File: config.mk
export PLATFORM = sky130hd
export DESIGN_NAME = qif_spike_isi_monitor_flat
export DESIGN_NICKNAME = d
export VERILOG_FILES = /design/src/rtl/qif_spike_isi_monitor_if.sv /design/src/rtl/qif_spike_isi_monitor.sv /design/src/flat_wrapper.sv
export SDC_FILE = /design/constraint.sdc
export NUM_CORES = 1
export LEC_CHECK = 0
export BUFFER_PORTS_ARGS = -buffer_cell sky130_fd_sc_hd__buf_2
export CAP_MARGIN = 0
export CORE_MARGIN = 1.5
export CORE_UTILIZATION = 33
export CTS_CLUSTER_SIZE = 20
export DETAILED_ROUTE_END_ITERATION = 8
export SLEW_MARGIN = 40
export SYNTH_ARGS = -nofsm -noshare
export SYNTH_HDL_FRONTEND = slang
export SYNTH_SLANG_ARGS = --single-unit
File: constraint.sdc
create_clock -name clk -period 10 [get_ports clk]
set_input_delay 1.5 -clock clk [delete_from_list [all_inputs] [get_ports clk]]
set_output_delay 1.5 -clock clk [all_outputs]
set_load 0.01 [all_outputs]
File: src/rtl/qif_spike_isi_monitor_if.sv
// ISI readout channel between the spike monitor (master) and its consumer (slave).
// Handshake: an entry transfers on every clock edge where isi_valid && isi_ready; isi_data
// holds steady while isi_valid=1 and isi_ready=0; isi_ready may be driven regardless of isi_valid.
interface qif_spike_isi_monitor_if #(
  parameter int CNT_W = 16
);
  logic [CNT_W-1:0] isi_data;
  logic             isi_valid;
  logic             isi_ready;

  modport master (output isi_data, output isi_valid, input isi_ready);
  modport slave  (input isi_data, input isi_valid, output isi_ready);
endinterface

File: src/rtl/qif_spike_isi_monitor.sv
// Spike-event monitor for the QIF neuron: measures inter-spike intervals into a small FIFO
// and reports a windowed spike-rate count.
module qif_spike_isi_monitor #(
  parameter int CNT_W      = 16,
  parameter int FIFO_DEPTH = 4,
  parameter int WIN_LEN    = 256
) (
  input  logic                          clk,
  input  logic                          rst,
  input  logic                          en,
  input  logic                          spike_in,
  qif_spike_isi_monitor_if.master       isi_if,
  output logic                          fifo_full,
  output logic                          overflow,
  output logic [7:0]                    rate,
  output logic                          rate_valid,
  output logic                          dbg_state
);

  localparam int PTR_W  = (FIFO_DEPTH > 1) ? $clog2(FIFO_DEPTH) : 1;
  localparam int WCNT_W = (WIN_LEN > 1) ? $clog2(WIN_LEN) : 1;
  localparam logic [CNT_W-1:0]  CNT_MAX   = {CNT_W{1'b1}};
  localparam logic [PTR_W:0]    COUNT_FULL = (PTR_W+1)'(FIFO_DEPTH);
  localparam logic [WCNT_W-1:0] WIN_LAST  = WCNT_W'(WIN_LEN - 1);

  typedef enum logic {S_IDLE = 1'b0, S_ARMED = 1'b1} state_t;

  state_t            state_q;
  logic              spike_q;
  logic [CNT_W-1:0]  cnt_q;
  logic [CNT_W-1:0]  mem_q [FIFO_DEPTH];
  logic [PTR_W-1:0]  wr_ptr_q, rd_ptr_q;
  logic [PTR_W:0]    count_q, count_d;
  logic              overflow_q;
  logic [WCNT_W-1:0] wcnt_q;
  logic [7:0]        scnt_q, scnt_d;
  logic [7:0]        rate_q;
  logic              rate_valid_q;

  logic spike_evt, push, pop, push_ok, full;

  assign full = (count_q == COUNT_FULL);

  always_comb begin
    spike_evt = spike_in & ~spike_q & en;
    push      = spike_evt & (state_q == S_ARMED);
    pop       = (count_q != '0) & isi_if.isi_ready;
    // A full FIFO still accepts a push when the head leaves on the same edge.
    push_ok   = push & (~full | pop);
    count_d   = count_q;
    case ({push_ok, pop})
      2'b10:   count_d = count_q + (PTR_W+1)'(1);
      2'b01:   count_d = count_q - (PTR_W+1)'(1);
      default: count_d = count_q;
    endcase
    scnt_d = (scnt_q == 8'hFF) ? 8'hFF : scnt_q + {7'd0, spike_evt};
  end

  always_ff @(posedge clk or posedge rst) begin
    if (rst) begin
      spike_q <= 1'b0;
    end else begin
      spike_q <= spike_in;
    end
  end

  always_ff @(posedge clk or posedge rst) begin
    if (rst) begin
      state_q <= S_IDLE;
      cnt_q   <= '0;
    end else if (spike_evt) begin
      state_q <= S_ARMED;
      cnt_q   <= CNT_W'(1);
    end else if (en && state_q == S_ARMED && cnt_q != CNT_MAX) begin
      cnt_q <= cnt_q + CNT_W'(1);
    end
  end

  always_ff @(posedge clk or posedge rst) begin
    if (rst) begin
      for (int i = 0; i < FIFO_DEPTH; i++) mem_q[i] <= '0;
      wr_ptr_q   <= '0;
      rd_ptr_q   <= '0;
      count_q    <= '0;
      overflow_q <= 1'b0;
    end else begin
      if (push_ok) begin
        mem_q[wr_ptr_q] <= cnt_q;
        wr_ptr_q        <= wr_ptr_q + PTR_W'(1);
      end
      if (pop) begin
        rd_ptr_q <= rd_ptr_q + PTR_W'(1);
      end
      if (push && !push_ok) begin
        overflow_q <= 1'b1;
      end
      count_q <= count_d;
    end
  end

  always_ff @(posedge clk or posedge rst) begin
    if (rst) begin
      wcnt_q       <= '0;
      scnt_q       <= '0;
      rate_q       <= '0;
      rate_valid_q <= 1'b0;
    end else begin
      rate_valid_q <= 1'b0;
      if (en) begin
        if (wcnt_q == WIN_LAST) begin
          rate_q       <= scnt_d;
          rate_valid_q <= 1'b1;
          wcnt_q       <= '0;
          scnt_q       <= '0;
        end else begin
          wcnt_q <= wcnt_q + WCNT_W'(1);
          scnt_q <= scnt_d;
        end
      end
    end
  end

  assign isi_if.isi_valid = (count_q != '0);
  assign isi_if.isi_data  = (count_q != '0) ? mem_q[rd_ptr_q] : '0;
  assign fifo_full        = full;
  assign overflow         = overflow_q;
  assign rate             = rate_q;
  assign rate_valid       = rate_valid_q;
  assign dbg_state        = state_q;

endmodule

File: src/flat_wrapper.sv
// flat-port wrapper written by rule: the top's interface ports become plain ports
module qif_spike_isi_monitor_flat 
#(
  parameter int CNT_W      = 16,
  parameter int FIFO_DEPTH = 4,
  parameter int WIN_LEN    = 256
)
  (clk, rst, en, spike_in, fifo_full, overflow, rate, rate_valid, dbg_state, isi_if_isi_data, isi_if_isi_valid, isi_if_isi_ready);
  qif_spike_isi_monitor_if #(.CNT_W(CNT_W)) isi_if_i ();
  input  logic clk;
  input  logic rst;
  input  logic en;
  input  logic spike_in;
  output logic fifo_full;
  output logic overflow;
  output logic [7:0] rate;
  output logic rate_valid;
  output logic dbg_state;
  output wire logic [$bits(isi_if_i.isi_data)-1:0] isi_if_isi_data;
  output wire logic [$bits(isi_if_i.isi_valid)-1:0] isi_if_isi_valid;
  input wire logic [$bits(isi_if_i.isi_ready)-1:0] isi_if_isi_ready;
  assign isi_if_isi_data = isi_if_i.isi_data;
  assign isi_if_isi_valid = isi_if_i.isi_valid;
  assign isi_if_i.isi_ready = isi_if_isi_ready;
  qif_spike_isi_monitor #(.CNT_W(CNT_W), .FIFO_DEPTH(FIFO_DEPTH), .WIN_LEN(WIN_LEN)) u_core (.clk(clk), .rst(rst), .en(en), .spike_in(spike_in), .isi_if(isi_if_i), .fifo_full(fifo_full), .overflow(overflow), .rate(rate), .rate_valid(rate_valid), .dbg_state(dbg_state));
endmodule
==> results of run 1 <==
per-layer routing:
metal  track usage (%)  part of all wire, %  up-vias  wire length [µm]
met5                 0                    0        -                 0
met1              18.9                   48     1801              5410
met3              4.65                  3.7       10               419
met2              22.7                   48       60              5440
li1                  -                    -     1666                 -
met4              4.26                 0.67        0                76
synthesized netlist by cell type, types with 2 or more instances:
master and n:
or3_1 8, dfrtp_1 115, xor2_1 6, mux2i_1 6
nand4_1 10, nand2_1 31, clkbuf_1 13, nor4b_1 2
inv_1 16, nand2b_1 4, o22ai_1 4, nand2_4 4
and4_1 6, buf_2 7, and3_1 4, xnor2_1 7
a21oi_1 19, mux4_2 16, buf_6 5, and2_1 17
mux2_1 6, nor2_1 7, o21ai_0 22, buf_1 2
nand3_1 13, o31ai_1 8, or4_1 5, ha_1 9
mux2_2 58
cells by family after synthesis:
kind of cell             synth area share [%]
AND/OR/NAND/NOR                          12.5
flip-flops                               52.3
multiplexers                             20.7
AO/OA/AOI/OAI                            6.14
buffers and inverters                    3.84
XOR/XNOR                                 2.07
adder cells (fa/ha/maj)                  2.41
critical path, cell delays in order:
cell and delay [ns]:
buf_2 0.33, nand3b_1 0.33, inv_2 0.34, and3_1 0.54, inv_1 0.10, ha_1 0.24
inv_1 0.08, fa_1 0.17, xor2_1 0.15, nor2_1 0.06, xor2_1 0.14
sequential cells by signal (all words and copies together), names as in the netlist, 2 cells and up:
signal	cells
u_core.count_q	3
u_core.rate	8
u_core.wr_ptr_q	2
u_core.cnt_q	16
u_core.rd_ptr_q	2
u_core.wcnt_q	8
u_core.mem_q	64
u_core.scnt_q	8
worst max path at each step:
stage	start	end	cells past startpoint
6_report	en	u_core.count_q[2]	11
5_1_grt	en	u_core.count_q[1]	9
4_1_cts	en	u_core.count_q[2]	11
3_5_place_dp	en	u_core.count_q[2]	11
3_3_place_gp	en	u_core.count_q[2]	11
2_1_floorplan	rst	u_core.cnt_q[0]	1
power groups by stage:
stage	registers, mW	clock network (mW)	logic, mW
floorplan	0.578	0	0.237
global placement	0.612	0	0.266
detailed placement	0.619	0	0.274
CTS	0.612	0.542	0.276
global route	0.626	0.568	0.304
finish	0.611	0.533	0.269
through the flow:
step           instances  cell area, µm²  setup slack, ns
6_report             705            6340             6.33
5_1_grt              704            6340             6.04
4_1_cts              704            6340             6.33
3_5_place_dp         673            5810             5.91
3_3_place_gp         673            5810             6.02
2_1_floorplan        445            5500             5.46
final cells by class:
| cell class | instances | area [µm²] | share of cell area [%] |
|---|---|---|---|
| clock inverter | 10 | 62.6 | 0.986 |
| tap | 220 | 275 | 4.34 |
| timing repair buffer | 35 | 184 | 2.90 |
| antenna | 1 | 2.50 | 0.0395 |
| inverter | 17 | 66.3 | 1.05 |
| multi-input combinational | 286 | 2410 | 38.0 |
| clock buffer | 21 | 460 | 7.26 |
| sequential | 115 | 2880 | 45.4 |
==> summary.txt, run 1 <==
Run status
  – Run status: finished, final reports clean

Floorplan
  – Vert. Die Dim: 132 µm
  – Top Ports: 34
  – Core box area: 16400 µm²
  – Die width: 132 µm
  – Die area: 17500 µm²
  – FP Rows: 47
  – Initial Util: 33.5%

Clock tree
  – Total CTS buffers: 17
  – # Post-CTS Setup Buffers: 0
  – Post-CTS Resized: 0
  – Clock Tree Root: clkbuf_16
  – Maximum clock insertion buffer count: 2
  – H-tree levels: 4
  – CTS clk-pin slew, worst paths: 0.06 ns
  – CTS tree: done
  – TritonCTS Sinks: 115
  – Worst skew pair latency: 0.41 ns
  – Hold buffers post-CTS: 0

Worst setup path
  – CP Capture Type: register
  – R2r setup slk: 7.41 ns
  – Critical R2R Launch: u_core.spike_q
  – Worst Path Required: about 10 ns
  – Startpoint Class: primary input
  – Critical path class: primary input to register
  – Reg-to-reg endpoint: u_core.count_q[2]
  – Worst r2r path cells: 10
  – Crit path DAT: slightly below 4 ns
  – Critical Path Fanout Max: 22

Logic synthesis
  – FF+latch count, synth: 115
  – Syn avg cell area: 12.4 µm²
  – Top post-synthesis cells by area: dfrtp_1 52%, mux2_2 12%, mux4_2 6.5%
  – Post-synth top flop: dfrtp_1
  – Asr flop ratio synth: 100%
  – Yosys warnings: 0
  – Yosys cell types: 44
  – Post-synth EDFFs: 0
  – Net Count, Synth: 460
  – Synth Cell Area: approximately 5500 µm²
  – Post-synth top area share: 52.3%
  – Synth area leader: dfrtp_1
  – Mapped Cells: around 450
  – Post-synthesis sequential area ratio: ~52%

Route
  – Drt first pass iters: 4
  – DR vias: 3537
  – Detailed Route WL: 11300 µm
  – Routed Antenna Nets: 0
  – Via/cell ratio: about 5
  – Iter 0 DRT Violations: 200
  – Wire length per cell: 16.1 µm
  – Number of remaining DRC errors: 0

Global routing
  – Grt total ovfl: 0
  – All-Layer GR Usage: 14.4%
  – Largest net degree at the start of global routing: 62
  – First-pass GRT wire length: 19500 µm
  – Vias in the first global route: 3702
  – Antenna violations before repair: 0

Placement
  – Post-DP HPWL: 7110 µm
  – Buffers on Ports: 33
  – GPL Wtd Cong: 0.777

Power and ir drop
  – Pint: 0.995 mW
  – Maximum VDD drop: ~0.12 mV
  – Post-route total power: 1.41 mW
  – Clk network pwr share: 37.7%
  – Pwr dens: 223 nW/µm²
  – Combinational power share: a little under a fifth
  – Sequential share of power: approximately 43%
  – Sw Ratio: about 30%
  – Leak: 3.03 nW
  – P_sw: 0.418 mW

Cells and area
  – Share of cells above drive strength 1: 30.4%
  – Nets: 487
  – Final Util: 38.7%
  – Filler Cells Inserted: ~1600
  – Commonest non-fill, non-tap cell in the layout: dfrtp_1
  – Most frequent cells in the layout: 114 x dfrtp_1, 58 x mux2_2, 33 x buf_2, 31 x nand2_1, 22 x o21ai_0
  – Area grow syn2layout: 15.3%

Worst hold path
  – Min-delay src: u_core.wcnt_q[7]
  – Worst min-delay path class: register to register
  – Hold path depth: 1
  – Hold Crit Endpoint: u_core.wcnt_q[7]

Timing
  – Final Slew Violations: 0
  – Slew margin rel.: between 50% and 60%
  – Actual slew at the worst max-slew pin: 0.690 ns
  – Hold Vio Cnt, Final: 0
  – Worst hold margin: 0.469 ns
  – Clk_skew: 0.00632 ns
  – Setup_tns: 0 ns
  – Min Tclk post-route: between 3 and 4 ns
  – RSZ-0062 raised after global routing: false
  – Post-route clock period utilization: 36.7%
  – Fmax: 0.272 GHz
  – Final setup fails: 0

Run
  – Max capacitance violation total: 0
Power figures use the tool's default switching activity.
==> inputs of run 2 (changes only) <==
--- a/config.mk
+++ b/config.mk
@@ -5,6 +5,7 @@
 export SDC_FILE = /design/constraint.sdc
 export NUM_CORES = 1
 export LEC_CHECK = 0
+export ABC_AREA = 1
 export BUFFER_PORTS_ARGS = -buffer_cell sky130_fd_sc_hd__buf_2
 export CAP_MARGIN = 0
 export CORE_MARGIN = 1.5
==> constraint.sdc (replaced) <==
create_clock -name clk -period 3.7 [get_ports clk]
set_input_delay 0.555 -clock clk [delete_from_list [all_inputs] [get_ports clk]]
set_output_delay 0.555 -clock clk [all_outputs]
set_load 0.01 [all_outputs]
==> summary.txt, run 2 <==
Logic synthesis
  – Synth Area in XOR/XNOR: 2.09% (+0.024 points)
  – Syn avg cell area: 7.96 µm² (-36%)
  – Largest family of logic cells by synthesized area: simple AND/OR/NAND/NOR gates
  – Synth area leader: dfrtp_1
  – Simple-gate share of the synthesized area: 23.1% (+11 points)
  – Most frequent cell after synthesis: nand2_1
  – Compound-Gate Fraction of Synth Area: 14.1% (+8.0 points)
  – Mapped Cells: 736 (+65%)
  – Asr flop ratio synth: 100% (unchanged)
  – Post-synth top area share: 49.1% (-3.2 points)
  – Post-synthesis sequential area ratio: 49.1% (-3.2 points)
  – Post-synth top flop: dfrtp_1
  – Net Count, Synth: 751 (+63%)
  – Yosys cell types: 31 (-30%)
  – Synth Area in Adders: 2.26% (-0.15 points)
  – FF+latch count, synth: 115 (unchanged)
  – Mux cell area share after synthesis: 0% (-21 points)
  – Post-synth EDFFs: 0 (unchanged)
  – Synth top cells by count: 233 x nand2_1, 115 x dfrtp_1, 93 x o21ai_0, 72 x inv_1, 52 x a21oi_1
  – Yosys warnings: 0 (unchanged)
  – Top post-synthesis cells by area: dfrtp_1 49%, nand2_1 15%, o21ai_0 7.9%
  – Synth Cell Area: 5860 µm² (+6.5%)

Clock tree
  – H-tree levels: 4 (unchanged)
  – # Post-CTS Setup Buffers: 0 (unchanged)
  – Post-CTS Resized: 0 (unchanged)
  – CTS clk-pin slew, worst paths: 0.05 ns (about the same)
  – Maximum clock insertion buffer count: 2 (unchanged)
  – Hold buffers post-CTS: 0 (unchanged)
  – TritonCTS Sinks: 115 (unchanged)
  – CTS tree: done
  – Worst skew pair latency: 0.41 ns (about the same)
  – Clock Tree Root: clkbuf_16
  – Total CTS buffers: 17 (unchanged)

Cells and area
  – Register area: 2880 µm² (about the same)
  – Most frequent cells in the layout: 233 x nand2_1, 115 x dfrtp_1, 93 x o21ai_0, 70 x inv_1, 52 x a21oi_1
  – Largest Register: u_core.mem_q
  – Regs by FF count: u_core.mem_q (64), u_core.cnt_q (16)
  – Post-Layout Cell Count: 986 (+40%)
  – Nets: 767 (+57%)
  – Area grow syn2layout: 13.2%
  – Diodes inserted: 0 (-1)
  – Flip-flop count of the largest register after layout: 64 (unchanged)
  – Share of cells above drive strength 1: 11.0% (-19 points)
  – Commonest non-fill, non-tap cell in the layout: nand2_1
  – Area of the multi-input gates: 2440 µm² (+0.99%)
  – Filler Cells Inserted: 1783 (+15%)

Route
  – DR vias: 4672 (+32%)
  – Wire length per cell: 13.8 µm (-14%)
  – Iter 0 DRT Violations: 238 (+19%)
  – Detailed Route WL: 13600 µm (+20%)
  – Drt first pass iters: 4 (unchanged)
  – Number of remaining DRC errors: 0 (unchanged)
  – Via/cell ratio: 4.74 (-5.6%)
  – Routed Antenna Nets: 0 (unchanged)

Timing
  – Final setup fails: 0 (unchanged)
  – Actual slew at the worst max-slew pin: 0.719 ns (+0.0285 ns)
  – Fmax: 0.400 GHz
  – Slew margin rel.: 51.9% (-2.1 points)
  – RSZ-0062 raised after global routing: false
  – Hold Vio Cnt, Final: 0 (unchanged)
  – Final Slew Violations: 0 (unchanged)
  – Post-route clock period utilization: between 60 and 70%
  – Min Tclk post-route: 2.50 ns
  – Setup_tns: 0 ns (unchanged)
  – Final WS setup: 1.20 ns (-5.12 ns)
  – Clk_skew: 0.00622 ns (-0.0000933 ns)
  – Worst hold margin: 0.210 ns (-0.259 ns)

Placement
  – GPL Wtd Cong: 0.848 (+9.2%)
  – Worst Setup Slack post-DPL: 1.03 ns (-4.88 ns)
  – Placed cell count: 958 (+42%)
  – Post-DP HPWL: 9000 µm (+27%)
  – Buffers on Ports: 33 (unchanged)

Floorplan
  – Initial Util: 33.9% (+0.34 points)
  – Core box area: 17300 µm² (+5.4%)
  – Top Ports: 34 (unchanged)
  – Die width: 136 µm (+3.1%)
  – Vert. Die Dim: 136 µm (+3.1%)
  – Die area: 18600 µm² (+6.3%)
  – FP Rows: 48 (+2.1%)

Run status
  – Run status: finished, final reports clean

Worst setup path
  – Startpoint Class: register
  – Crit path DAT: 2.78 ns (-1.19 ns)
  – Worst Path Required: 3.98 ns (-6.32 ns)
  – Critical Path Fanout Max: 40 (+82%)
  – R2r setup slk: 1.20 ns (-6.21 ns)
  – Critical path class: register to register
  – CP Capture Type: register

Power and ir drop
  – Leak: 3.30 nW (+9.0%)
  – Pwr dens: 726 nW/µm² (+230%)
  – Maximum VDD drop: 0.345 mV (+200%)

Run
  – Max capacitance violation total: 0 (unchanged)

Global routing
  – Antenna violations before repair: 0 (unchanged)
  – Vias in the first global route: 4572 (+24%)
  – All-Layer GR Usage: 16.0% (+1.6 points)
  – Grt total ovfl: 0 (unchanged)
  – First-pass GRT wire length: 22900 µm (+17%)
  – Largest net degree at the start of global routing: 60 (-3.2%)

Worst hold path
  – Worst min-delay path class: primary input to asynchronous set/reset pin
run 2: changes by cell type after synthesis, sizes merged, moves of 14 or more:
cell   before  now
nand2      35  235
o21ai      22  108
mux2       64    0
inv        17   73
nor2        7   42
a21oi      19   52
and2       17    0
mux4       16    0
buf        14   28
run 2: layout make-up:
class                           count  share of cell area, %
Clock buffer                       22                   7.15
Tap cell                          225                   4.24
Multi-Input combinational cell    505                   36.7
Inverter                           75                   4.39
Sequential cell                   115                   43.4
Clock inverter                      6                  0.868
Timing Repair Buffer               38                   3.24
run 2: critical path, stage by stage, from the launching register on:
cell and delay (ns):
dfrtp_1 0.42, nor3_2 0.30, nand2_1 0.15, nand2_4 0.41, ha_1 0.23, inv_1 0.07
fa_1 0.39, a21oi_1 0.14, o21ai_0 0.11, xor2_1 0.15
run 2: kinds of logic after synthesis:
group / count (synthesis)
flops: 115
xor+xnor: 14
buf+inv: 116
fa+ha+maj: 10
compound gates: 163
simple gates: 318
run 2: worst paths after layout:
kind                                    from                 to  cells past startpoint
max                        u_core.count_q[0]  u_core.count_q[2]                      9
min                                      rst   u_core.mem_q[39]                      2
max reg2reg                u_core.count_q[0]  u_core.count_q[2]                      9
min reg2reg                   u_core.rate[5]     u_core.rate[5]                      2
max in group asynchronous                rst   u_core.mem_q[10]                      3
min in group clk                    spike_in     u_core.spike_q                      1
run 2: layer usage:
metal	wire length (µm)	track usage, %	vias up
li1	-	-	2379
met1	6560	21.1	2195
met2	6370	25.0	82
met3	460	4.29	16
met4	221	6.26	0
met5	0	0	-
run 2: power breakdown:
part	total [mW]	internal [mW]	switching, mW
sequential	1.83	1.60	0.228
clock	1.49	0.953	0.536
combinational	1.50	0.524	0.972
run 2: per-stage QoR:
stage          area (µm²)  utilization, %  total power, mW
6_report             6630            38.4             4.82
5_1_grt              6630            38.4             5.18
4_1_cts              6630            38.3             4.87
3_5_place_dp         6100            35.3             3.36
3_3_place_gp         6100            35.3             3.33
2_1_floorplan        5860               -             2.86
